--- src/rtl/honk_arbiter.sv ---
// Shares one speaker between two carts' honk requests: latches pulses, grants round-robin,
// plays a per-cart square tone for HONK_CYCLES then a silent GAP_CYCLES gap; leaving RACING flushes all.
module honk_arbiter #(
  parameter int HONK_CYCLES = 50_000_000,
  parameter int GAP_CYCLES  = 10_000_000,
  parameter int P1_TONE_DIV = 113_636,
  parameter int P2_TONE_DIV = 75_843
) (
  input  logic       clk,
  input  logic       rst,
  input  logic [2:0] state,
  input  logic       p1_honk,
  input  logic       p2_honk,
  output logic [1:0] grant,
  output logic       audio_en,
  output logic       audio_out,
  output logic       busy
);

  localparam logic [2:0] RACING = 3'd4;
  localparam int TONE_MAX = (P1_TONE_DIV > P2_TONE_DIV) ? P1_TONE_DIV : P2_TONE_DIV;
  localparam int HW = $clog2(HONK_CYCLES + 1);
  localparam int GW = (GAP_CYCLES > 0) ? $clog2(GAP_CYCLES + 1) : 1;
  localparam int TW = $clog2(TONE_MAX + 1);

  localparam logic [HW-1:0] PLAY_LAST = HW'(HONK_CYCLES - 1);
  localparam logic [GW-1:0] GAP_LAST  = GW'((GAP_CYCLES > 0) ? GAP_CYCLES - 1 : 0);
  localparam logic [TW-1:0] P1_LAST   = TW'(P1_TONE_DIV - 1);
  localparam logic [TW-1:0] P2_LAST   = TW'(P2_TONE_DIV - 1);

  typedef enum logic [1:0] {IDLE, PLAY, GAP} fsm_t;

  fsm_t          fsm;
  logic          pend_p1, pend_p2;
  logic          rr_p2;
  logic [HW-1:0] play_cnt;
  logic [GW-1:0] gap_cnt;
  logic [TW-1:0] tone_cnt;

  logic          racing;
  logic          cand_p1, cand_p2, pick_p2;
  logic [TW-1:0] tone_last;

  assign racing    = (state == RACING);
  assign cand_p1   = pend_p1 | p1_honk;
  assign cand_p2   = pend_p2 | p2_honk;
  // P2 wins when it is the only candidate, or on a tie when the pointer favours it
  assign pick_p2   = cand_p2 & (~cand_p1 | rr_p2);
  assign tone_last = grant[1] ? P2_LAST : P1_LAST;

  always_ff @(posedge clk or negedge rst) begin
    if (!rst) begin
      fsm       <= IDLE;
      pend_p1   <= 1'b0;
      pend_p2   <= 1'b0;
      rr_p2     <= 1'b0;
      play_cnt  <= '0;
      gap_cnt   <= '0;
      tone_cnt  <= '0;
      grant     <= 2'b00;
      audio_en  <= 1'b0;
      audio_out <= 1'b0;
      busy      <= 1'b0;
    end else if (!racing) begin
      fsm       <= IDLE;
      pend_p1   <= 1'b0;
      pend_p2   <= 1'b0;
      play_cnt  <= '0;
      gap_cnt   <= '0;
      tone_cnt  <= '0;
      grant     <= 2'b00;
      audio_en  <= 1'b0;
      audio_out <= 1'b0;
      busy      <= 1'b0;
    end else begin
      case (fsm)
        IDLE: begin
          pend_p1 <= cand_p1;
          pend_p2 <= cand_p2;
          if (cand_p1 | cand_p2) begin
            fsm       <= PLAY;
            grant     <= pick_p2 ? 2'b10 : 2'b01;
            audio_en  <= 1'b1;
            audio_out <= 1'b1;
            busy      <= 1'b1;
            play_cnt  <= '0;
            tone_cnt  <= '0;
            rr_p2     <= ~pick_p2;
            if (pick_p2) pend_p2 <= 1'b0;
            else         pend_p1 <= 1'b0;
          end
        end
        PLAY: begin
          // the owner retriggering its own honk mid-tone is dropped
          pend_p1 <= pend_p1 | (p1_honk & ~grant[0]);
          pend_p2 <= pend_p2 | (p2_honk & ~grant[1]);
          if (play_cnt == PLAY_LAST) begin
            grant     <= 2'b00;
            audio_en  <= 1'b0;
            audio_out <= 1'b0;
            gap_cnt   <= '0;
            if (GAP_CYCLES == 0) begin
              fsm  <= IDLE;
              busy <= 1'b0;
            end else begin
              fsm  <= GAP;
            end
          end else begin
            play_cnt <= play_cnt + 1'b1;
            if (tone_cnt == tone_last) begin
              tone_cnt  <= '0;
              audio_out <= ~audio_out;
            end else begin
              tone_cnt <= tone_cnt + 1'b1;
            end
          end
        end
        GAP: begin
          pend_p1 <= pend_p1 | p1_honk;
          pend_p2 <= pend_p2 | p2_honk;
          if (gap_cnt == GAP_LAST) begin
            fsm  <= IDLE;
            busy <= 1'b0;
          end else begin
            gap_cnt <= gap_cnt + 1'b1;
          end
        end
        default: fsm <= IDLE;
      endcase
    end
  end

endmodule
--- config.mk ---
export PLATFORM = sky130hd
export DESIGN_NAME = honk_arbiter
export DESIGN_NICKNAME = d
export VERILOG_FILES = /design/src/rtl/honk_arbiter.sv
export SDC_FILE = /design/constraint.sdc
export NUM_CORES = 1
export LEC_CHECK = 0
export ABC_CLOCK_PERIOD_IN_PS = 3050
export BUFFER_PORTS_ARGS = -buffer_cell sky130_fd_sc_hd__clkbuf_2
export CAP_MARGIN = 20
export CORE_MARGIN = 2
export CORE_UTILIZATION = 63
export CTS_CLUSTER_DIAMETER = 200
export CTS_CLUSTER_SIZE = 8
export DETAILED_ROUTE_END_ITERATION = 10
export PLACE_DENSITY = 0.88
export SLEW_MARGIN = 25
export SYNTH_ARGS = -nofsm -noshare
export SYNTH_HDL_FRONTEND = slang
export SYNTH_SLANG_ARGS = --single-unit
--- constraint.sdc ---
create_clock -name clk -period 3.05 [get_ports clk]
set_clock_uncertainty 0.15 [all_clocks]
set_input_delay 0.61 -clock clk [delete_from_list [all_inputs] [get_ports clk]]
set_output_delay 0.61 -clock clk [all_outputs]
set_load 0.02 [all_outputs]
Word-level counts from Yosys, hierarchy flattened
Cells that the tools add are included.
{ "totals": {"rom_bits": 0, "memories": 0, "latch_bits": 0, "ramBits": 0, "out_inout_bits": 5, "word_cells": 95, "in_bits": 7, "regBits": 77} }
{ "classes": {"multipliers": 0, "shifts": 0, "mux": 43, "n_reduce_logical": 8, "div": 0, "bitwise": 14, "n_eq_ne": 16, "addsub": 3, "magnitude_cmp": 0} }
{ "ops": {"columns": ["operator", "count"], "rows": [
  ["two-way mux 26 bit", 3],
  ["two-way mux 24 bit", 3],
  ["two-way mux 17 bit", 4],
  ["case mux 26 bit (2 select lines)", 1],
  ["case mux 24 bit (2 select lines)", 1],
  ["case mux 17 bit (2 select lines)", 1],
  ["adder 26 x 1 -> 26 bit, second input constant", 1],
  ["== test 26 bit, second input constant", 1],
  ["adder 24 x 1 -> 24 bit, second input constant", 1],
  ["== test 24 bit, second input constant", 1],
  ["AND reduction 3 bit", 7],
  ["adder 17 x 1 -> 17 bit, second input constant", 1],
  ["== test 17 bit", 1],
  ["two-way mux 16 bit", 1],
  ["two-way mux 2 bit", 8],
  ["inequality test 3 bit, second input constant", 5],
  ["two-way mux 1 bit", 14],
  ["inequality test 3 x 1 -> 1 bit, second input constant", 3],
  ["bitwise OR 1 bit", 6],
  ["case mux 1 bit (2 select lines)", 3],
  ["case mux 1 bit (3 select lines)", 2],
  ["case mux 2 bit (3 select lines)", 1],
  ["inverter 1 bit", 5],
  ["inequality test 4 x 1 -> 1 bit, second input constant", 1],
  ["other kinds (7)", 9]
]} }

Longest topological paths before layout
Gate-level depths: netlist of run 1.
{ "depth": {"word_depth": 8, "depth_mapped": 10, "mapped_depth_nobuf": 8} }

Least setup slack after synthesis of run 1
Ideal clock, no wire load.
{ "synth_timing": {"kind": "register -> register", "startpoint": "register fsm[0]", "endpoint": "register play_cnt[25]", "setup_ps": 81, "path_buffers": 2, "path_slack_ps": 507, "synth_period_minus_slack_ps": 2543, "required_time_ps": 2819, "stages_incl_launch_ff": 10, "arrival_time_ps": 2312, "path_cell_list": "dfrtp_1 > inv_1 > ha_1 > buf_2 > nand4bb_2 > a2bb2o_4 > clkbuf_1 > or4_4 > or4_1 > a21oi_1"} }
{ "synth_between": {"elab_chain_len": 3, "word_cells_on_any_way": 8, "classes_between": "eq/ne (4); mux (2); reduce/logical (2)"} }
{ "synth_rtl": {"columns": ["item", "line", "rtl"], "rows": [
  ["start: declaration", "33", "fsm_t fsm;"],
  ["start signal: assignment", "53", "fsm <= IDLE;"],
  ["start signal: assignment", "65", "fsm <= IDLE;"],
  ["start signal: assignment", "81", "fsm <= PLAY;"],
  ["== test 2 x 1 -> 1 bit / logical NOT 2 bit (equally long branches)", "76", "case (fsm)"],
  ["inequality test 3 x 1 -> 1 bit (no line) (tied with other cells)", null, null],
  ["AND reduction 3 bit (no line) / two-way mux 26 bit (equally long branches)", null, null],
  ["end signal: assignment", "109", "play_cnt <= play_cnt + 1'b1;"],
  ["end: declaration", "36", "logic [HW-1:0] play_cnt;"]
]} }
Parallel ways exist; a longest one is shown, timed or not.
A chain may end at the register's enable or synchronous reset.

Worst setup path after layout of run 1
{ "layout_timing": {"startpoint": "register fsm[1]", "endpoint": "register tone_cnt[13]"} }
{ "layout_between": {"elab_chain_len": 3, "word_cells_on_any_way": 8, "classes_between": "eq/ne (4); mux (2); reduce/logical (2)"} }
{ "layout_rtl": {"columns": ["item", "line", "rtl"], "rows": [
  ["== test 2 x 1 -> 1 bit / logical NOT 2 bit (equally long branches)", "76", null],
  ["inequality test 3 x 1 -> 1 bit (no line) (tied with other cells)", null, null],
  ["AND reduction 3 bit (no line) / two-way mux 17 bit (equally long branches)", null, null],
  ["end signal: assignment", "114", "tone_cnt <= tone_cnt + 1'b1;"],
  ["end: declaration", "38", "logic [TW-1:0] tone_cnt;"]
]} }
Parallel ways exist; a longest one is shown, timed or not.

==> results of run 1 <==
## per-layer routing
layer | vias up | part of all wire | GRT usage
met3 | 33 | 0.063 | 0.0485
met2 | 192 | 0.49 | 0.489
li1 | 1917 | - | -
met4 | 0 | 0.024 | 0.124
met1 | 1991 | 0.42 | 0.385
met5 | - | 0 | 0
## layout by cell type (no fill, tap or decap), types with 5 or more instances in the layout
master	count
nor4_1	13
or4_1	13
buf_4	8
nand4_1	16
o211ai_1	6
nor2_1	51
clkbuf_2	10
nor4b_1	5
nand3_1	32
nand2_1	52
ha_1	7
o21a_1	6
or3_1	12
o21ai_0	28
dfrtp_1	77
o31ai_1	11
clkbuf_8	9
inv_1	8
or2_2	5
a21oi_1	28
nor3_1	18
and3_1	10
xnor2_1	15
nand2b_1	5
xor2_1	12
a22o_1	5
## kinds of logic after synthesis
family / count (synthesis) / share of synthesized area
compound gates: 108 / 0.156
xor+xnor: 27 / 0.0521
fa+ha+maj: 7 / 0.0193
buf+inv: 33 / 0.0314
flops: 77 / 0.425
mux: 1 / 0.00221
simple gates: 260 / 0.314
## area by class of cell
type                       count  area [sq um]
timing repair buffer          19           121
multi-input combinational    403          2470
fill                         496          2010
clock buffer                  10           128
sequential                    77          1930
tap                           96           120
inverter                       9          33.8
clock inverter                 6          63.8
## flip-flops by register name, summed over array words and instances (netlist names)
name       flops
rr_p2          1
audio_out      1
gap_cnt       24
pend_p1        1
tone_cnt      17
grant          2
audio_en       1
fsm            2
pend_p2        1
busy           1
play_cnt      26
## power by group through the flow
stage | Combinational, mW | Sequential, mW | Clock, mW
2_1_floorplan | 0.0531 | 1.06 | 0
3_3_place_gp | 0.102 | 1.05 | 0
3_5_place_dp | 0.105 | 1.05 | 0
4_1_cts | 0.105 | 1.03 | 0.770
5_1_grt | 0.116 | 1.03 | 0.817
6_report | 0.106 | 1.03 | 0.763
## worst max-delay path by stage
stage                                   startpoint                  endpoint  slack (ps)
after floorplan                 fsm[0]$_DFFE_PN0P_  play_cnt[25]$_DFFE_PN0P_         510
final                           fsm[1]$_DFFE_PN0P_  tone_cnt[13]$_DFFE_PN0P_         310
after global routing       play_cnt[0]$_DFFE_PN0P_  tone_cnt[14]$_DFFE_PN0P_         190
after CTS                 play_cnt[16]$_DFFE_PN0P_   gap_cnt[17]$_DFFE_PN0P_         330
after detailed placement        fsm[0]$_DFFE_PN0P_  play_cnt[25]$_DFFE_PN0P_         360
after global placement                    state[0]  play_cnt[25]$_DFFE_PN0P_         460
==> out/metrics.csv, run 1 <==
metric,value,unit
placed cell areas,0.00467,sq mm
Final #Nets,533,
worst-skew pair later-pin latency,360,ps
Critical Path Sink Type,flop,
Ys Warns,0,
die area,0.00790,sq mm
post-synthesis sequential area ratio,0.425,
postcts setup bufs,0,
DR vias/cell,6.67,
GPL Wtd Cong,0.945,
pin slew with the least headroom to its limit,822,ps
RSZ-0062 raised after global routing,no,
diode count,0,
Critical Path Slowest Stage Cell,nand2b_1,
Total GRT Usage,0.295,
H-tree levels,3,
Synth area leaders,"dfrtp_1 (42%), nand2_1 (4.3%), nor2_1 (4.2%), nand3_1 (3.5%), a21oi_1 (3.1%)",
crit-path cells,inv_1 -> ha_1 -> nor2_1 -> a21oi_1 -> nand2b_1 -> o21ai_2 -> or2_2 -> o31ai_1,
worst path arrival time,2860,ps
Final Critical Period,2740,ps
Setup Slack @ Placement,362,ps
global-route wire length before repair,18.2,mm
# setup viols final,0,
die height,88.9,um
largest net degree at the start of global routing,78,
Residual DRC,0,
fin crit share,0.899,
Syn-to-layout area delta,7.14,%
Die X,88.9,um
Sw Pwr,469,uW
leakage,1.86,nW
Worst slew margin,0.452,
Syn Nets,527,
area share of the leading cell type in the synthesized netlist,0.425,
setup_tns,0,ps
vias in the first global route,3944,
DPL Wire Length,7.55,mm
# rows,30,
worst reg2reg path depth,8,
Gate power share,0.056,
DRT Pass-1 Iters,5,
critical path depth,8,
kind of start point of the critical path,flop,
sequential share of power,0.543,
"Clk pin slew, worst setup/hold paths",80,ps
WL/cell,17.7,um
total grt overflow,0,
Hold Slack,117,ps
number of flops mapped to enable cells by yosys,0,
Layout Cells excl Fill,620,
final hold violation count,0,
Yosys cell types,65,
synthesized area,0.00454,sq mm
pwr/cell area,391,mW/mm^2
biggest area consumer among synthesized cells,dfrtp_1,
critical path's top delay family,simple AND/OR/NAND/NOR gates,
Switching Share,0.247,
R2R Path Start,fsm[1]$_DFFE_PN0P_,
max-slew violation count,0,
CTS Sinks,77,
WS Path Type,flop to flop,
share of cells above drive strength 1,0.103,
hold_buf cts,0,
total power draw,1.90,mW
ys flop type,dfrtp_1,
total CTS buffers,9,
status,"finished, final reports clean",
Ports,12,
clock buffer depth,2,
First DRT Iteration DRCs,371,
initial antenna violation count,0,
initial core utilization,0.661,
Inst Count DP,604,
reg-to-reg endpoint,tone_cnt[13]$_DFFE_PN0P_,
"Avg Cell Area, Syn",8.85,sq um
commonest cells in the netlist,"dfrtp_1 (77), nand2_1 (52), nor2_1 (51)",
CTS root buf,clkbuf_8,
PortBufs,11,
Synth Register Bits,77,
Final Util,0.708,
CTS tree,yes,
cell count after synthesis,513,
Fmax,0.365,GHz
Setup WS post-layout,307,ps
most common cell in the netlist,dfrtp_1,
R2R setup slack,310,ps
DRT antenna net count,0,
VDD IR max,0.000206,V
post_cts resized,0,
core area,0.00687,sq mm
max_cap viols,0,
CP required,3170,ps
DR vias,4133,
Clk pwr share,0.401,
cell area after layout,0.00486,sq mm
Int Power,1.43,mW
CP peak stage delay,440,ps
Hold Path Class,primary input to async pin,
aggregate routed wire length,11.0,mm
CP max FO,11,
ys async rst share,1.00,
worst path bufs/invs,1,
Note: power is estimated with default switching activity, not from simulation.
==> run 2, diff against run 1 <==
Settings changed: ABC_AREA from default to 1, CORE_UTILIZATION 63 to 64, PLACE_DENSITY 0.88 to 0.89.
==> run 2 against run 1 <==
  * Sequential cell count unchanged
  * Global-route usage rose by 1.8 points
  * Total power increased by 3.9%
  * Design area increased by 22%
  * Largest cell class unchanged
  * Count of clock-buffer cells in the layout fell by 1
  * Hold slack better by 7.8 ps
  * Largest power group unchanged
  * Area after synthesis increased by 24%
  * Core utilization shrank 1.7 points
  * Critical path type unchanged
==> out/metrics.csv, run 2 <==
metric,value,unit,change
crit-path cells,ha_1 -> nand2_1 -> nor2_1 -> nand3_1 -> nor2_1 -> nand3_1 -> nand3_4 -> buf_12 -> nand2_1 -> o21ai_0,,
largest net degree at the start of global routing,78,,unchanged
Sw Pwr,532,uW,+13%
fin crit share,0.888,,-0.0112
die area,0.00954,sq mm,+21%
Final Critical Period,2710,ps,-34.2 ps
Int Power,1.45,mW,+0.83%
Hold Path Class,primary input to async pin,,
pin slew with the least headroom to its limit,706,ps,-117 ps
status,"finished, final reports clean",,
First DRT Iteration DRCs,455,,+23%
area share of the leading cell type in the synthesized netlist,0.343,,-0.0814
Residual DRC,0,,unchanged
Yosys cell types,37,,-43%
ys flop type,dfrtp_1,,
worst path arrival time,2830,ps,-30 ps
GPL Wtd Cong,0.950,,+0.56%
global-route wire length before repair,24.7,mm,+36%
"Clk pin slew, worst setup/hold paths",90,ps,about the same
worst-skew pair later-pin latency,360,ps,about the same
ys async rst share,1.00,,unchanged
die height,97.7,um,+9.9%
Gate power share,0.060,,+0.004
CTS tree,yes,,
Storage cell area,0.00193,sq mm,unchanged
largest family of logic cells by synthesized area,simple AND/OR/NAND/NOR gates,,
Critical Path Sink Type,flop,,
CTS Sinks,77,,unchanged
hold_buf cts,0,,unchanged
most common cell in the netlist,nand2_1,,
aggregate routed wire length,14.2,mm,+30%
Simple-Gate Fraction of Synth Area,0.438,,+0.124
DRT antenna net count,0,,unchanged
initial antenna violation count,0,,unchanged
Fmax,0.369,GHz,+1.3%
Ports,12,,unchanged
DR WL met2,6.90,mm,+28%
leakage,2.62,nW,+41%
CP peak stage delay,430,ps,about the same
most frequent cells in the layout,"nand2_1 (254), nor2_1 (119), inv_1 (93)",,
WS Path Type,flop to flop,,
area used by multi-input combinational logic,0.00316,sq mm,+28%
Syn-to-layout area delta,5.73,%,
Total GRT Usage,0.314,,+0.0183
CP max FO,29,,+18
DR vias/cell,5.82,,-13%
total power draw,1.98,mW,+3.9%
setup_tns,0,ps,unchanged
Die X,97.7,um,+9.9%
Layout Cells excl Fill,969,,+56%
Clk pwr share,0.417,,+0.016
CP required,3170,ps,about the same
Top Metal Used,met4,,
H-tree levels,3,,unchanged
DRT Pass-1 Iters,6,,+1
Final #Nets,870,,+63%
synthesized area,0.00561,sq mm,+24%
Synth Register Bits,77,,unchanged
"Avg Cell Area, Syn",6.61,sq um,-25%
multiplexer share of the synthesized area,0,,-0.00221
adder-cell share of the synthesized area,0.0156,,-0.00370
# setup viols final,0,,unchanged
Synth area leaders,"dfrtp_1 (34%), nand2_1 (17%), nor2_1 (8.0%), inv_1 (6.2%), nand3_1 (5.9%)",,
# rows,34,,+13%
clock buffer depth,2,,unchanged
xor-xnor portion of the synthesized cell area,0.0187,,-0.0334
max_cap viols,0,,unchanged
core area,0.00859,sq mm,+25%
total grt overflow,0,,unchanged
VDD IR max,0.000200,V,-3.2%
Worst slew margin,0.530,,+0.0777
kind of start point of the critical path,flop,,
PortBufs,11,,unchanged
pwr/cell area,333,mW/mm^2,-15%
CTS root buf,clkbuf_8,,
share of cells above drive strength 1,0.113,,+0.00961
total CTS buffers,9,,unchanged
commonest cells in the netlist,"nand2_1 (254), nor2_1 (119), inv_1 (93)",,
Largest Register,play_cnt,,
largest registers,"play_cnt x26, gap_cnt x24, tone_cnt x17",,
DR vias,5638,,+36%
Syn Nets,863,,+64%
WL/cell,14.7,um,-17%
met3 WL,929,um,+34%
max reg flops,26,,unchanged
Ys Warns,0,,unchanged
fillers,739,,+49%
"most common cell after layout, fill and taps aside",nand2_1,,
Compound-Gate Fraction of Synth Area,0.0903,,-0.0661
postcts setup bufs,0,,unchanged
DPL Wire Length,10.4,mm,+37%
diode count,0,,unchanged
final hold violation count,0,,unchanged
worst reg2reg path depth,10,,+2
Inst Count DP,953,,+58%
WL met1,5.99,mm,+29%
Critical Path Slowest Stage Cell,nand3_4,,
sequential share of power,0.523,,-0.020
vias in the first global route,5422,,+37%
Switching Share,0.269,,+0.0226
number of flops mapped to enable cells by yosys,0,,unchanged
biggest area consumer among synthesized cells,dfrtp_1,,
max-slew violation count,0,,unchanged
post_cts resized,0,,unchanged
post-synthesis sequential area ratio,0.343,,-0.0814
RSZ-0062 raised after global routing,no,,
initial core utilization,0.653,,-0.00734
cell count after synthesis,849,,+65%
[run 2: changes by cell type after synthesis, moves of 21 or more]
| cell | previous run | this run |
|---|---|---|
| nand2_1 | 52 | 254 |
| inv_1 | 8 | 93 |
| nor2_1 | 51 | 119 |
| nand2_2 | 1 | 22 |
| nand3_1 | 32 | 66 |
| nand4_1 | 16 | 51 |
| a21oi_1 | 28 | 7 |
[run 2: layout make-up]
class | instances | share of cell area
Clock buffer | 9 | 0.0209
Clock inverter | 7 | 0.0141
Inverter | 97 | 0.0613
Multi-Input combinational cell | 651 | 0.532
Sequential cell | 77 | 0.325
Tap cell | 108 | 0.0228
Timing Repair Buffer | 20 | 0.0238
[run 2: layer usage]
metal / vias to the layer above / global-route usage
met5: - / 0
met4: 0 / 0.146
met3: 50 / 0.0338
met2: 232 / 0.520
met1: 2591 / 0.412
li1: 2765 / -
[run 2: stage by stage]
stage | util | hold slack (ps) | setup WS (ps) | area [sq um]
2_1_floorplan | - | 164 | 1100 | 5610
3_3_place_gp | 0.666 | 307 | 566 | 5720
3_5_place_dp | 0.666 | 310 | 453 | 5720
4_1_cts | 0.690 | 298 | 405 | 5930
5_1_grt | 0.691 | 185 | 76.5 | 5940
6_report | 0.691 | 124 | 341 | 5940
[run 2: kinds of logic after synthesis]
family                   count (synthesis)
AO/OA/AOI/OAI                           80
flip-flops                              77
buffers and inverters                  121
AND/OR/NAND/NOR                        552
XOR/XNOR                                12
adder cells (fa/ha/maj)                  7
[run 2: worst max-delay path: cells and delay by family, from the launching register on]
family	cells	cell delay (ps)
AOI/OAI and AO/OA	1	80
adders and majority gates	1	250
buffers and inverters	1	230
DFF	1	400
and+or+nand+nor	7	1500
[run 2: power by group through the flow]
stage	clock network, mW	registers, mW	logic (mW)
2_1_floorplan	0	1.06	0.0728
3_3_place_gp	0	1.05	0.115
3_5_place_dp	0	1.06	0.118
4_1_cts	0.833	1.03	0.119
5_1_grt	0.871	1.04	0.133
6_report	0.825	1.03	0.118
[run 2: final timing paths]
check / startpoint / to / slack (ps)
setup reg to reg: gap_cnt[1]$_DFFE_PN0P_ / gap_cnt[13]$_DFFE_PN0P_ / 340
min in group clk: audio_en$_DFFE_PN0P_ / audio_en$_DFFE_PN0P_ / 330
setup / recovery: gap_cnt[1]$_DFFE_PN0P_ / gap_cnt[13]$_DFFE_PN0P_ / 340
hold / removal: rst / play_cnt[22]$_DFFE_PN0P_ / 120
hold reg to reg: audio_en$_DFFE_PN0P_ / audio_en$_DFFE_PN0P_ / 330
max in group asynchronous: rst / gap_cnt[19]$_DFFE_PN0P_ / 2140
